--- config.mk ---
export PLATFORM = sky130hd
export DESIGN_NAME = dac_scan_seq_flat
export DESIGN_NICKNAME = d
export VERILOG_FILES = /design/src/rtl/dac_scan_seq_pkg.sv /design/src/rtl/dac_scan_seq_if.sv /design/src/rtl/dac_scan_seq_sar_step.sv /design/src/rtl/dac_scan_seq.sv /design/src/flat_wrapper.sv
export SDC_FILE = /design/constraint.sdc
export NUM_CORES = 1
export LEC_CHECK = 0
export CAP_MARGIN = 20
export CELL_PAD_IN_SITES_DETAIL_PLACEMENT = 0
export CELL_PAD_IN_SITES_GLOBAL_PLACEMENT = 2
export CORE_MARGIN = 3
export CORE_UTILIZATION = 29
export CTS_CLUSTER_SIZE = 10
export DETAILED_ROUTE_END_ITERATION = 8
export PLACE_DENSITY = 0.86
export SETUP_SLACK_MARGIN = 0.15
export SLEW_MARGIN = 20
export SYNTH_ARGS = -nofsm -noshare
export SYNTH_HDL_FRONTEND = slang
export SYNTH_SLANG_ARGS = --single-unit
--- constraint.sdc ---
create_clock -name clk -period 2.7 [get_ports clk]
set_clock_uncertainty 0.05 [all_clocks]
set_input_delay 0.54 -clock clk [delete_from_list [all_inputs] [get_ports clk]]
set_output_delay 0.54 -clock clk [all_outputs]
set_load 0.05 [all_outputs]
--- src/rtl/dac_scan_seq_pkg.sv ---
// Shared types and constants for the DAC scan sequencer.
// Build option: DACSEQ_DBG_EN adds the dbg_rounds wrap counter.
package dac_scan_seq_pkg;

    localparam int unsigned BIT_PTR    = 5;
    localparam int unsigned N_DACV     = 18;
    localparam int unsigned SETTLE_W   = 4;
    localparam int unsigned CODE_W     = 8;
    localparam int unsigned SYNC_DEPTH = 2;
    // Counter holds settle_cyc plus the synchronizer latency.
    localparam int unsigned CNT_W      = SETTLE_W + 1;

    localparam logic [CODE_W-1:0] SAR_START = 8'h80;

    typedef enum logic [2:0] {
        ST_IDLE   = 3'd0,
        ST_SEEK   = 3'd1,
        ST_SETTLE = 3'd2,
        ST_SAMPLE = 3'd3,
        ST_DONE   = 3'd4
    } state_e;

endpackage

--- src/rtl/dac_scan_seq_if.sv ---
// Sequencer <-> register bank / comparator signal bundle.
// Build option: DACSEQ_DBG_EN adds dbg_rounds.
interface dac_scan_seq_if;
    import dac_scan_seq_pkg::*;

    logic                scan_en;
    logic [SETTLE_W-1:0] settle_cyc;
    logic                comp_i;
    logic [N_DACV-1:0]   r_dac_en;
    logic [N_DACV-1:0]   r_sar_en;
    logic [BIT_PTR-1:0]  cs_ptr;
    logic                dacyc_done;
    logic                sync_i;
    logic [N_DACV-1:0]   v_upd;
    logic [CODE_W-1:0]   v_wdat;
    logic                sar_mode;
    logic [CODE_W-1:0]   sar_code;
    logic                busy;
`ifdef DACSEQ_DBG_EN
    logic [7:0]          dbg_rounds;

    modport master (
        input  scan_en, settle_cyc, comp_i, r_dac_en, r_sar_en,
        output cs_ptr, dacyc_done, sync_i, v_upd, v_wdat, sar_mode, sar_code, busy, dbg_rounds
    );
    modport slave (
        output scan_en, settle_cyc, comp_i, r_dac_en, r_sar_en,
        input  cs_ptr, dacyc_done, sync_i, v_upd, v_wdat, sar_mode, sar_code, busy, dbg_rounds
    );
`else
    modport master (
        input  scan_en, settle_cyc, comp_i, r_dac_en, r_sar_en,
        output cs_ptr, dacyc_done, sync_i, v_upd, v_wdat, sar_mode, sar_code, busy
    );
    modport slave (
        output scan_en, settle_cyc, comp_i, r_dac_en, r_sar_en,
        input  cs_ptr, dacyc_done, sync_i, v_upd, v_wdat, sar_mode, sar_code, busy
    );
`endif

endinterface

--- src/rtl/dac_scan_seq_sar_step.sv ---
// SAR code register: trial code, bit index and keep/clear/next-bit step.
module dac_sar_step
    import dac_scan_seq_pkg::*;
(
    input  logic              clk,
    input  logic              srstz,
    input  logic              i_load,
    input  logic              i_step,
    input  logic              i_bit_val,
    output logic [CODE_W-1:0] o_code,
    output logic              o_last_c,
    output logic [CODE_W-1:0] o_code_fin_c
);

    logic [CODE_W-1:0] r_code;
    logic [2:0]        r_bit;
    logic [CODE_W-1:0] w_bit_mask;

    // Current trial bit and the code after the comparator decision.
    always_comb begin
        w_bit_mask   = CODE_W'(1) << r_bit;
        o_last_c     = (r_bit == 3'd0);
        o_code_fin_c = i_bit_val ? r_code : (r_code & ~w_bit_mask);
    end

    // Load the start code, or resolve the current bit and try the next one.
    always_ff @(posedge clk or negedge srstz) begin
        if (!srstz) begin
            r_code <= '0;
            r_bit  <= '0;
        end else if (i_load) begin
            r_code <= SAR_START;
            r_bit  <= 3'd7;
        end else if (i_step) begin
            if (o_last_c) begin
                r_code <= o_code_fin_c;
            end else begin
                r_code <= o_code_fin_c | (w_bit_mask >> 1);
                r_bit  <= r_bit - 3'd1;
            end
        end
    end

    assign o_code = r_code;

endmodule

--- src/rtl/dac_scan_seq.sv ---
// DAC scan sequencer: walks enabled channels, runs compare-only or 8-step SAR cycles.
// Build option: DACSEQ_DBG_EN adds a saturating pointer-wrap counter on dbg_rounds.
module dac_scan_seq
    import dac_scan_seq_pkg::*;
(
    input  logic           clk,
    input  logic           srstz,
    dac_scan_seq_if.master bus
);

    state_e                r_state;
    state_e                w_state_nxt;
    logic [SYNC_DEPTH-1:0] r_sync;
    logic [BIT_PTR-1:0]    r_cs_ptr;
    logic [CNT_W-1:0]      r_cnt;
    logic [CNT_W-1:0]      w_cnt_nxt;
    logic                  r_sar_lat;
    logic                  w_sar_lat_nxt;
    logic                  r_sar_mode;
    logic                  r_done;
    logic                  r_busy;
    logic [N_DACV-1:0]     r_v_upd;
    logic [CODE_W-1:0]     r_v_wdat;
    logic                  w_ptr_inc;
    logic                  w_ptr_last;
    logic [BIT_PTR-1:0]    w_ptr_nxt;
    logic                  w_any_en;
    logic                  w_ch_act;
    logic                  w_ch_sar;
    logic [CNT_W-1:0]      w_cnt_load;
    logic                  w_sar_load;
    logic                  w_sar_step;
    logic                  w_sar_last;
    logic [CODE_W-1:0]     w_sar_code;
    logic [CODE_W-1:0]     w_code_fin;

    assign w_any_en   = |bus.r_dac_en;
    assign w_ch_act   = bus.r_dac_en[r_cs_ptr];
    assign w_ch_sar   = bus.r_dac_en[r_cs_ptr] & bus.r_sar_en[r_cs_ptr];
    assign w_cnt_load = CNT_W'(bus.settle_cyc) + CNT_W'(SYNC_DEPTH);
    assign w_ptr_last = (r_cs_ptr == BIT_PTR'(N_DACV - 1));
    assign w_ptr_nxt  = w_ptr_last ? '0 : r_cs_ptr + BIT_PTR'(1);

    dac_sar_step u_sar_step (
        .clk          (clk),
        .srstz        (srstz),
        .i_load       (w_sar_load),
        .i_step       (w_sar_step),
        .i_bit_val    (r_sync[SYNC_DEPTH-1]),
        .o_code       (w_sar_code),
        .o_last_c     (w_sar_last),
        .o_code_fin_c (w_code_fin)
    );

    // State register.
    always_ff @(posedge clk or negedge srstz) begin
        if (!srstz) r_state <= ST_IDLE;
        else        r_state <= w_state_nxt;
    end

    // Next state, settle counter, pointer advance and SAR control.
    always_comb begin
        w_state_nxt   = r_state;
        w_cnt_nxt     = r_cnt;
        w_sar_lat_nxt = r_sar_lat;
        w_ptr_inc     = 1'b0;
        w_sar_load    = 1'b0;
        w_sar_step    = 1'b0;
        case (r_state)
            ST_IDLE: begin
                if (bus.scan_en && w_any_en) w_state_nxt = ST_SEEK;
            end
            ST_SEEK: begin
                if (!bus.scan_en || !w_any_en) begin
                    w_state_nxt = ST_IDLE;
                end else if (w_ch_act) begin
                    w_cnt_nxt     = w_cnt_load;
                    w_sar_lat_nxt = w_ch_sar;
                    w_sar_load    = w_ch_sar;
                    w_state_nxt   = ST_SETTLE;
                end else begin
                    w_ptr_inc = 1'b1;
                end
            end
            ST_SETTLE: begin
                if (!bus.scan_en) begin
                    w_state_nxt = ST_IDLE;
                end else begin
                    w_cnt_nxt = r_cnt - CNT_W'(1);
                    if (r_cnt <= CNT_W'(1)) w_state_nxt = ST_SAMPLE;
                end
            end
            ST_SAMPLE: begin
                if (!bus.scan_en) begin
                    w_state_nxt = ST_IDLE;
                end else if (r_sar_lat) begin
                    w_sar_step = 1'b1;
                    if (w_sar_last) begin
                        w_state_nxt = ST_DONE;
                    end else begin
                        w_cnt_nxt   = w_cnt_load;
                        w_state_nxt = ST_SETTLE;
                    end
                end else begin
                    w_state_nxt = ST_DONE;
                end
            end
            ST_DONE: begin
                w_ptr_inc   = 1'b1;
                w_state_nxt = (bus.scan_en && w_any_en) ? ST_SEEK : ST_IDLE;
            end
            default: w_state_nxt = ST_IDLE;
        endcase
    end

    // Comparator synchronizer, free running.
    always_ff @(posedge clk or negedge srstz) begin
        if (!srstz) r_sync <= '0;
        else        r_sync <= {r_sync[SYNC_DEPTH-2:0], bus.comp_i};
    end

    // Datapath and registered strobes; strobes line up with the DONE state.
    always_ff @(posedge clk or negedge srstz) begin
        if (!srstz) begin
            r_cs_ptr   <= '0;
            r_cnt      <= '0;
            r_sar_lat  <= 1'b0;
            r_sar_mode <= 1'b0;
            r_done     <= 1'b0;
            r_busy     <= 1'b0;
            r_v_upd    <= '0;
            r_v_wdat   <= '0;
        end else begin
            r_cnt     <= w_cnt_nxt;
            r_sar_lat <= w_sar_lat_nxt;
            r_done    <= (w_state_nxt == ST_DONE);
            r_busy    <= (w_state_nxt != ST_IDLE);
            if (w_ptr_inc) r_cs_ptr <= w_ptr_nxt;
            if (w_sar_load) begin
                r_sar_mode <= 1'b1;
            end else if (r_state == ST_DONE || w_state_nxt == ST_IDLE) begin
                r_sar_mode <= 1'b0;
            end
            if (w_sar_step && w_sar_last && w_state_nxt == ST_DONE) begin
                r_v_upd  <= N_DACV'(1) << r_cs_ptr;
                r_v_wdat <= w_code_fin;
            end else begin
                r_v_upd  <= '0;
            end
        end
    end

`ifdef DACSEQ_DBG_EN
    logic [7:0] r_dbg_rounds;

    // Saturating count of pointer wraps from the last channel back to 0.
    always_ff @(posedge clk or negedge srstz) begin
        if (!srstz) begin
            r_dbg_rounds <= '0;
        end else if (w_ptr_inc && w_ptr_last && r_dbg_rounds != 8'hFF) begin
            r_dbg_rounds <= r_dbg_rounds + 8'd1;
        end
    end

    assign bus.dbg_rounds = r_dbg_rounds;
`endif

    assign bus.cs_ptr     = r_cs_ptr;
    assign bus.dacyc_done = r_done;
    assign bus.sync_i     = r_sync[SYNC_DEPTH-1];
    assign bus.v_upd      = r_v_upd;
    assign bus.v_wdat     = r_v_wdat;
    assign bus.sar_mode   = r_sar_mode;
    assign bus.sar_code   = w_sar_code;
    assign bus.busy       = r_busy;

endmodule

--- src/flat_wrapper.sv ---
// flat-port wrapper written by rule: the top's interface ports become plain ports
module dac_scan_seq_flat import dac_scan_seq_pkg::*;
  (clk, srstz, bus_scan_en, bus_settle_cyc, bus_comp_i, bus_r_dac_en, bus_r_sar_en, bus_cs_ptr, bus_dacyc_done, bus_sync_i, bus_v_upd, bus_v_wdat, bus_sar_mode, bus_sar_code, bus_busy);
  dac_scan_seq_if bus_i ();
  input  logic clk;
  input  logic srstz;
  input wire logic [$bits(bus_i.scan_en)-1:0] bus_scan_en;
  input wire logic [$bits(bus_i.settle_cyc)-1:0] bus_settle_cyc;
  input wire logic [$bits(bus_i.comp_i)-1:0] bus_comp_i;
  input wire logic [$bits(bus_i.r_dac_en)-1:0] bus_r_dac_en;
  input wire logic [$bits(bus_i.r_sar_en)-1:0] bus_r_sar_en;
  output wire logic [$bits(bus_i.cs_ptr)-1:0] bus_cs_ptr;
  output wire logic [$bits(bus_i.dacyc_done)-1:0] bus_dacyc_done;
  output wire logic [$bits(bus_i.sync_i)-1:0] bus_sync_i;
  output wire logic [$bits(bus_i.v_upd)-1:0] bus_v_upd;
  output wire logic [$bits(bus_i.v_wdat)-1:0] bus_v_wdat;
  output wire logic [$bits(bus_i.sar_mode)-1:0] bus_sar_mode;
  output wire logic [$bits(bus_i.sar_code)-1:0] bus_sar_code;
  output wire logic [$bits(bus_i.busy)-1:0] bus_busy;
  assign bus_i.scan_en = bus_scan_en;
  assign bus_i.settle_cyc = bus_settle_cyc;
  assign bus_i.comp_i = bus_comp_i;
  assign bus_i.r_dac_en = bus_r_dac_en;
  assign bus_i.r_sar_en = bus_r_sar_en;
  assign bus_cs_ptr = bus_i.cs_ptr;
  assign bus_dacyc_done = bus_i.dacyc_done;
  assign bus_sync_i = bus_i.sync_i;
  assign bus_v_upd = bus_i.v_upd;
  assign bus_v_wdat = bus_i.v_wdat;
  assign bus_sar_mode = bus_i.sar_mode;
  assign bus_sar_code = bus_i.sar_code;
  assign bus_busy = bus_i.busy;
  dac_scan_seq u_core (.clk(clk), .srstz(srstz), .bus(bus_i));
endmodule
; Yosys cells after proc, flatten, opt, wreduce, memory -nomap -nowiden
; Cells that the tools add are included.
[totals]
out_inout_bits = 43
input_bits = 44
wordCells = 97
reg_bits = 56
[classes]
eq_ne = 13
muxes = 41
bitwise_logic = 5
n_addsub = 4
order_cmp = 2
shift = 2
reduce_logical = 18
[ops]
columns = op, count
row1 = $mux 5, 7
row2 = $mux 3, 11
row3 = $mux 8, 4
row4 = $mux 18, 1
row5 = $reduce_or 18->1, 1
row6 = $shl 1x5->18 const A, 1
row7 = $pmux 3 s5, 1
row8 = $pmux 5 s3, 1
row9 = $mux 1, 13
row10 = $bmux 1 s5, 2
row11 = $ne 2x2->1 const B, 5
row12 = $logic_not 3->1, 3
row13 = $and 8x8->8, 1
row14 = $not 8->8, 1
row15 = $or 8x7->8, 1
row16 = $shl 1x3->8 const A, 1
row17 = $reduce_and 7->1, 1
row18 = $eq 3x2->1 const B, 2
row19 = $eq 3x3->1 const B, 2
row20 = $lt 5x6->1 const B, 1
row21 = $reduce_bool 3->1, 2
row22 = $add 4x2->5 const B, 1
row23 = $add 5x1->5 const B, 1
row24 = $eq 5x5->1 const B, 1
row25 = 14 further kinds, 20

; Depth between registers and ports, before layout
; Gate-level depths: netlist of run 1.
[logic_depth]
depth_word = 9
ltp_mapped = 9
mapped_depth_nobuf = 8

; By module
; From an unflattened synthesis of run 1, not the netlist that was laid out.
[unflattened]
cells_unflattened = 281
hier_area_um2 = 3047.9
[by_module_without_submodules]
columns = module, seq_area_each_um2, area_per_inst_um2, n_inst, cells_each
row1 = dac_scan_seq, 1126.1, 2424.8, 1, 221
row2 = dac_sar_step, 275.3, 623.1, 1, 60

; Least setup slack after synthesis of run 1
; OpenSTA, ideal clock, no wires.
[synth_timing]
path_kind = register to register
startpoint = register u_core.r_cs_ptr[4], in the netlist u_core.bus.cs_ptr[4]
endpoint = register u_core.r_cnt[0]
n_path_buf = 1
arrival_ns = 2.314
setup_ns = 0.126
setup_slack_ns = 0.210
synth_period_minus_slack_ns = 2.490
t_required_ns = 2.524
stages_incl_launch_ff = 7
cell_sequence = dfrtp_1 buf_4 or3b_4 or3_4 and2_4 a21o_4 a221o_1
[synth_via]
elab_chain_len = 4
[synth_lines]
columns = item, line
row1 = from (decl), dac_scan_seq.sv:14  ; logic [BIT_PTR-1:0] r_cs_ptr;
row2 = from (signal assigned), dac_scan_seq.sv:138  ; if (w_ptr_inc) r_cs_ptr <= w_ptr_nxt;
row3 = $bmux 1 s5, dac_scan_seq.sv:38  ; assign w_ch_act = bus.r_dac_en[r_cs_ptr];
row4 = $mux 1 (not written as such), dac_scan_seq.sv:38
row5 = $ne 2x1->1 (no line), n/a
row6 = $reduce_and 7->1 (no line), n/a
row7 = to (signal assigned), dac_scan_seq.sv:134  ; r_cnt <= w_cnt_nxt;
row8 = to (decl), dac_scan_seq.sv:15  ; logic [CNT_W-1:0] r_cnt;
; Every way passes these cells. The select of a mux whose other input is x is not followed.
; A chain may end at the register's enable or synchronous reset.

; Worst setup path in the final report of run 1
[layout_timing]
startpoint = register u_core.r_cs_ptr[3], in the netlist u_core.bus.cs_ptr[3]
endpoint = output bus_cs_ptr[3]
[layout_rtl]
columns = item, line
row1 = to (decl), flat_wrapper.sv:12  ; output wire logic [$bits(bus_i.cs_ptr)-1:0] bus_cs_ptr;
; No word-level cell between the ends.

==> metrics.txt, run 1 <==
gr usage total a little over an eighth; Reg clk slew, reported paths 0.10 ns; HP Class in -> async; remaining global-route overflow 0; DRT Pass-1 Iters 4; synthesized area 3070 um^2; layout cells sized above 1 about a tenth; count of input and output buffers 86; ant diodes 0; worst-skew pair later-pin latency roughly 0.3 ns; Setup Crit Path Kind reg -> out; final instance area between 4000 and 5000 um^2; Layout area overhead 38.4%; synth warn 0; fin. max-slew vios 0; Tmin final between 2 and 2.5 ns; area leader, netlist dfrtp_1; cts repair resizes 0; Max Cap Viol 0; Synthesized Nets approximately 370; Ports between 80 and 90; TritonCTS buffer count 5; Placer Congestion about 0.82; RSZ-0062 raised after global routing no; root buffer cell clkbuf_8; Placeable Area 10,000 um^2; top_reg_cell synth dfrtp_1; Worst slew margin 59.1%; endpoints failing hold 0; crit share post-route roughly 90%; top-area cell type share of the netlist area between 40% and 50%; max layer used met4; Startpoint Class flop; vias per cell approximately 4.8; status complete, no violations; final net count between 400 and 500; filler instances around 1,000; final non-filler cell total 538; Vias 2,568; Post-synth EDFFs 0; WP data arrival about 1.8 ns; die area ~12,000 um^2; CP required approximately 2.1 ns; Seq cells post-synth 56; die height ~110 um; Die X 109 um; final wirelength roughly 7.6 mm; fmax roughly 410 MHz; post-synthesis cell count around 310; setup_tns 0 ns; final antenna-violating net count 0; dpl cells 530; asr flop ratio synth 100%; setup bufs post-CTS 0; initial DRC count 97; placed cell areas 4160 um^2; Max H-tree Level 2; leakage between 1.5 and 2 nW; critical-path maximum fanout 8; routed length on met3 ~300 um; Max clock buf depth 2; clock sink count 56; WL per Instance about 14 um; Critical Path End Type primary output; Avg Cell Area, Syn around 10 um^2; VDD IR-drop max between 0.0002 and 0.00025 V; initial antenna violation count 0; first-pass GRT wire length approximately 13 mm; CTS tree built; row cnt 36; top cells by area, synth dfrtp_1, ha_1, mux2i_1; DR WL met2 3.78 mm; largest net degree at the start of global routing 27; DRC 0; Slew @ Worst Pin 0.614 ns; register area about 1400 um^2; count of cell types in the netlist 57; Hold Buf Count CTS 0; Final setup viols 0; HPWL Detailed 6.11 mm; initial cell density of the core a little under a third; Pwr Density between 500 and 600 nW/um^2; sequential share of the synthesized area a little under half; hold slack roughly 0.15 ns; vias in the first global route approximately 2,600; multi-input logic area approximately 1500 um^2; met1 wire length about 3.5 mm
[worst max-delay path: stages, from the launching register on]
cell             delay (ns)
dfrtp_1                0.52
buf_4                  0.21
clkdlybuf4s50_1        0.81
[cell usage in the layout, fill, tap and decap left out, types with 2 or more instances in the layout]
cell type        Yosys  routed
ha_1                14      14
nand2_1             29      29
nor3_1              11      11
inv_1               18      18
nor2b_1              4       4
clkdlybuf4s50_1      0      84
o22a_1               2       2
nor2_1              21      21
mux2_2               6       6
a31o_2               2       2
o21a_1               2       2
nand2b_1             4       4
nand3_1             11      11
a22oi_1              2       2
o31a_1               2       2
a32o_1               2       2
nor4_1               6       6
buf_4                3      16
a21o_1               5       5
clkbuf_8             0       5
a31oi_1              4       4
a32oi_1              3       3
a21oi_1              8       8
and3_1              10      10
nor3b_1              2       2
mux2i_1             15      15
mux4_2               3       3
o22ai_1              2       2
o31ai_1              2       2
xnor2_1              3       3
dfrtp_1             56      56
a211oi_1             4       4
o21ai_0             11      11
and2_1               9       9
[worst paths after layout]
check,from,endpoint,slack [ns],cells past startpoint
min in group clk,u_core.r_sync[0],u_core.r_sync[1],0.32,0
max reg2reg,u_core.bus.cs_ptr[1],u_core.u_sar_step.r_bit[1],0.35,6
max in group asynchronous,srstz,u_core.r_sar_lat,1.82,2
max,u_core.bus.cs_ptr[3],bus_cs_ptr[3],0.27,2
min reg2reg,u_core.r_sync[0],u_core.r_sync[1],0.32,0
min,srstz,u_core.bus.v_upd[12],0.15,1
[where the power goes]
group	internal (mW)	leakage [nW]	switching, mW
clock	0.185	0.0414	0.264
sequential	0.916	0.727	0.158
combinational	0.422	1.13	0.496
[logic make-up (layout without fill, tap and decap cells)]
group,after synthesis,count (layout),share of synthesized area [%]
buffers and inverters,31,129,4.36
multiplexers,24,24,9.29
AND/OR/NAND/NOR,114,114,18.9
adder cells (fa/ha/maj),14,14,5.70
flip-flops,56,56,45.6
XOR/XNOR,3,3,0.856
AO/OA/AOI/OAI,65,65,15.3
[registers in the layout (all words and copies together), names as in the netlist]
signal	flops
u_core.r_sar_lat	1
u_core.u_sar_step.o_code	8
u_core.u_sar_step.r_bit	3
u_core.bus.v_upd	18
u_core.r_sync	2
u_core.bus.v_wdat	8
u_core.bus.sar_mode	1
u_core.r_cnt	5
u_core.bus.busy	1
u_core.bus.cs_ptr	5
u_core.bus.dacyc_done	1
u_core.r_state	3
[metrics by stage]
stage               setup WS, ns  total power, mW  util, %
CTS                        0.220             2.48     42.3
detailed placement        0.0250             2.02     41.4
finish                     0.266             2.44     42.3
floorplan                  0.210             1.70        -
global placement          0.0575             2.01     41.4
global route               0.165             2.62     42.3
[routing by layer]
layer | vias up | GRT usage [%]
li1 | 1299 | -
met5 | - | 0
met4 | 0 | 3.34
met1 | 1213 | 17.6
met3 | 6 | 2.37
met2 | 50 | 22.9
[Yosys cell counts (5+ instances only)]
library cell / count
a21o_1: 5
a21oi_1: 8
and2_1: 9
and3_1: 10
dfrtp_1: 56
ha_1: 14
inv_1: 18
mux2_2: 6
mux2i_1: 15
nand2_1: 29
nand3_1: 11
nor2_1: 21
nor3_1: 11
nor4_1: 6
o21ai_0: 11
[cell type report]
type	instances	area share, %
flip-flops and latches	56	33.0
inverters	19	1.68
well taps	133	3.92
clock buffers	6	1.71
multi-input cells	220	36.1
repair buffers	102	23.2
clock inverters	2	0.383
Note: power is estimated with default switching activity, not from simulation.
==> run 2, diff against run 1 <==
--- a/config.mk
+++ b/config.mk
@@ -9,12 +9,13 @@
 export CELL_PAD_IN_SITES_DETAIL_PLACEMENT = 0
 export CELL_PAD_IN_SITES_GLOBAL_PLACEMENT = 2
 export CORE_MARGIN = 3
-export CORE_UTILIZATION = 29
+export CORE_UTILIZATION = 30
 export CTS_CLUSTER_SIZE = 10
 export DETAILED_ROUTE_END_ITERATION = 8
-export PLACE_DENSITY = 0.86
+export PLACE_DENSITY_LB_ADDON = 0.1
 export SETUP_SLACK_MARGIN = 0.15
-export SLEW_MARGIN = 20
+export SLEW_MARGIN = 40
 export SYNTH_ARGS = -nofsm -noshare
 export SYNTH_HDL_FRONTEND = slang
+export SYNTH_HIERARCHICAL = 1
 export SYNTH_SLANG_ARGS = --single-unit
==> metrics.txt, run 2 <==
status complete, no violations; most common cell after layout, fill and taps aside clkdlybuf4s50_1; final instance area 4400 um^2; worst-skew pair later-pin latency roughly 0.30 ns; power share of the sequential group 36.9%; count of cell types in the netlist 61; DRT Pass-1 Iters 4; initial DRC count 65; sequential share of the synthesized area 46.0%; count of input and output buffers 86; gr usage total between 10% and 20%; remaining global-route overflow 0; largest net degree at the start of global routing 36; initial cell density of the core a little under a third; CTS tree built; Layout area overhead 44.3%; WL per Instance between 10 and 15 um; max reg flops 18; Avg Cell Area, Syn approximately 11 um^2; CP required 2.90 ns; HPWL Detailed about 6 mm; leakage roughly 1.9 nW; reg-to-reg slack, setup around 0.31 ns; ant diodes 0; top_reg_cell synth dfrtp_1; fmax slightly above 400 MHz; clock share of power around 15%; WP data arrival ~2.6 ns; setup_tns 0 ns; Critical Path End Type flop; RSZ-0062 raised after global routing yes; Seq cells post-synth 56; top cells by area, synth dfrtp_1, ha_1, mux2_2; Max H-tree Level 2; area leader, netlist dfrtp_1; hold slack between 0.15 and 0.2 ns; row cnt 36; Pwr Density between 700 and 800 nW/um^2; synth warn 6; DRC 0; top-area cell type share of the netlist area a little under half; root buffer cell clkbuf_8; endpoints failing hold 0; NetSw ~1.3 mW; Max Cap Viol 0; Commonest cells post-synth dfrtp_1, nor2_1, ha_1, nand2_1; biggest cell delay along the critical path 0.49 ns; Startpoint Class input port; cell with the most instances after synthesis dfrtp_1; vias per cell 4.88; post-synthesis cell count 281; final wirelength ~8 mm; Design Power ~3.2 mW; final antenna-violating net count 0; Placer Congestion ~0.73; filler instances ~1,000; Slew @ Worst Pin between 0.5 and 0.6 ns; Vias 2,589; Die X about 110 um; Sw Share between 40% and 50%; Ports 87; layout cells sized above 1 a little under a fifth; TritonCTS buffer count 5; clock sink count 56; fin. max-slew vios 0; HP Class in -> async; asr flop ratio synth 100%; Placeable Area a little under 10,000 um^2; placed cell areas about 4200 um^2; worst-path cell chain clkdlybuf4s50_1 > mux4_2 > a22oi_2 > nor2_1 > o31a_1 > buf_4 > inv_2 > and3_4 > a32o_1; Synthesized Nets 339; critical-path maximum fanout 4; critical-path cell with the highest stage delay mux4_2; initial antenna violation count 0; synthesized area 3050 um^2; first-pass GRT wire length 13.4 mm; Reg clk slew, reported paths 0.10 ns; final net count roughly 460; die area between 10,000 and 15,000 um^2; Logic pwr share roughly half; Internal 1.89 mW; Max clock buf depth 2; vias in the first global route around 2,700; die height 107 um; Worst slew margin between 60% and 70%; Final Core Density 44.8%; crit share post-route about nine tenths; Setup Crit Path Kind in -> reg; Tmin final 2.44 ns; Final setup viols 0; most frequent cells in the layout clkdlybuf4s50_1, dfrtp_1, buf_4; VDD IR-drop max 0.000250 V; Post-synth EDFFs 0
run 2: critical path, delay by kind of cell:
kind | cells | cell delay (ns)
buf+inv | 3 | 0.68
compound gates | 3 | 0.66
mux | 1 | 0.49
simple gates | 2 | 0.26
run 2: cell type report:
cell class	instances	area [um^2]	share of cell area [%]
flip-flops and latches	56	1410	32.0
multi-input cells	200	1530	34.7
clock inverters	1	7.51	0.171
inverters	14	52.6	1.19
well taps	133	166	3.78
clock buffers	7	86.3	1.96
repair buffers	120	1150	26.2
run 2: what timing repair did:
item,in CTS,in global routing
endpoints found under the setup margin,0,12
buffers inserted,0,4
hold buffers,0,0
gates resized for setup,0,9
run 2: routing by layer:
layer,global-route usage (%),part of all wire (%)
met1,19.2,47
met2,23.9,47
met3,2.59,5.4
met4,3.56,1.1
met5,0,0
run 2: path summary, 6_finish.rpt:
check | from | to | cells after the start
hold reg to reg | u_core/r_sync[0] | u_core/r_sync[1] | 0
setup reg to reg | u_core/bus.cs_ptr[0] | u_core/u_sar_step/o_code[5] | 9
hold / removal | srstz | u_core/r_state[0] | 1
max in group asynchronous | srstz | u_core/bus.v_upd[0] | 2
min in group clk | u_core/r_sync[0] | u_core/r_sync[1] | 0
setup / recovery | bus_r_dac_en[0] | u_core/u_sar_step/o_code[5] | 9
run 2: logic make-up after synthesis:
family | Yosys count | share of synthesized area (%)
adder cells (fa/ha/maj) | 14 | 5.75
buffers and inverters | 25 | 4.35
AND/OR/NAND/NOR | 100 | 17.5
flip-flops | 56 | 46.0
XOR/XNOR | 2 | 0.575
multiplexers | 20 | 9.61
AO/OA/AOI/OAI | 64 | 16.2
run 2: power groups by stage:
stage | combinational, mW | clock (mW) | sequential [mW]
3_3_place_gp | 1.47 | 0 | 1.21
2_1_floorplan | 0.837 | 0 | 1.34
5_1_grt | 1.70 | 0.523 | 1.22
4_1_cts | 1.48 | 0.496 | 1.19
3_5_place_dp | 1.48 | 0 | 1.21
6_report | 1.55 | 0.471 | 1.18
run 2: metrics by stage:
stage | setup WS, ns | std cells
2_1_floorplan | 0.170 | 281
3_3_place_gp | -0.0968 | 519
3_5_place_dp | -0.148 | 519
4_1_cts | 0.154 | 527
5_1_grt | 0.132 | 531
6_report | 0.256 | 531
==> run 3, diff against run 2 <==
--- a/config.mk
+++ b/config.mk
@@ -14,6 +14,7 @@
 export DETAILED_ROUTE_END_ITERATION = 8
 export PLACE_DENSITY_LB_ADDON = 0.1
 export SETUP_SLACK_MARGIN = 0.15
+export SKIP_LAST_GASP = 1
 export SLEW_MARGIN = 40
 export SYNTH_ARGS = -nofsm -noshare
 export SYNTH_HDL_FRONTEND = slang
==> results of run 3 <==
The final DEF is identical to that of run 2; final timing and power are the same.
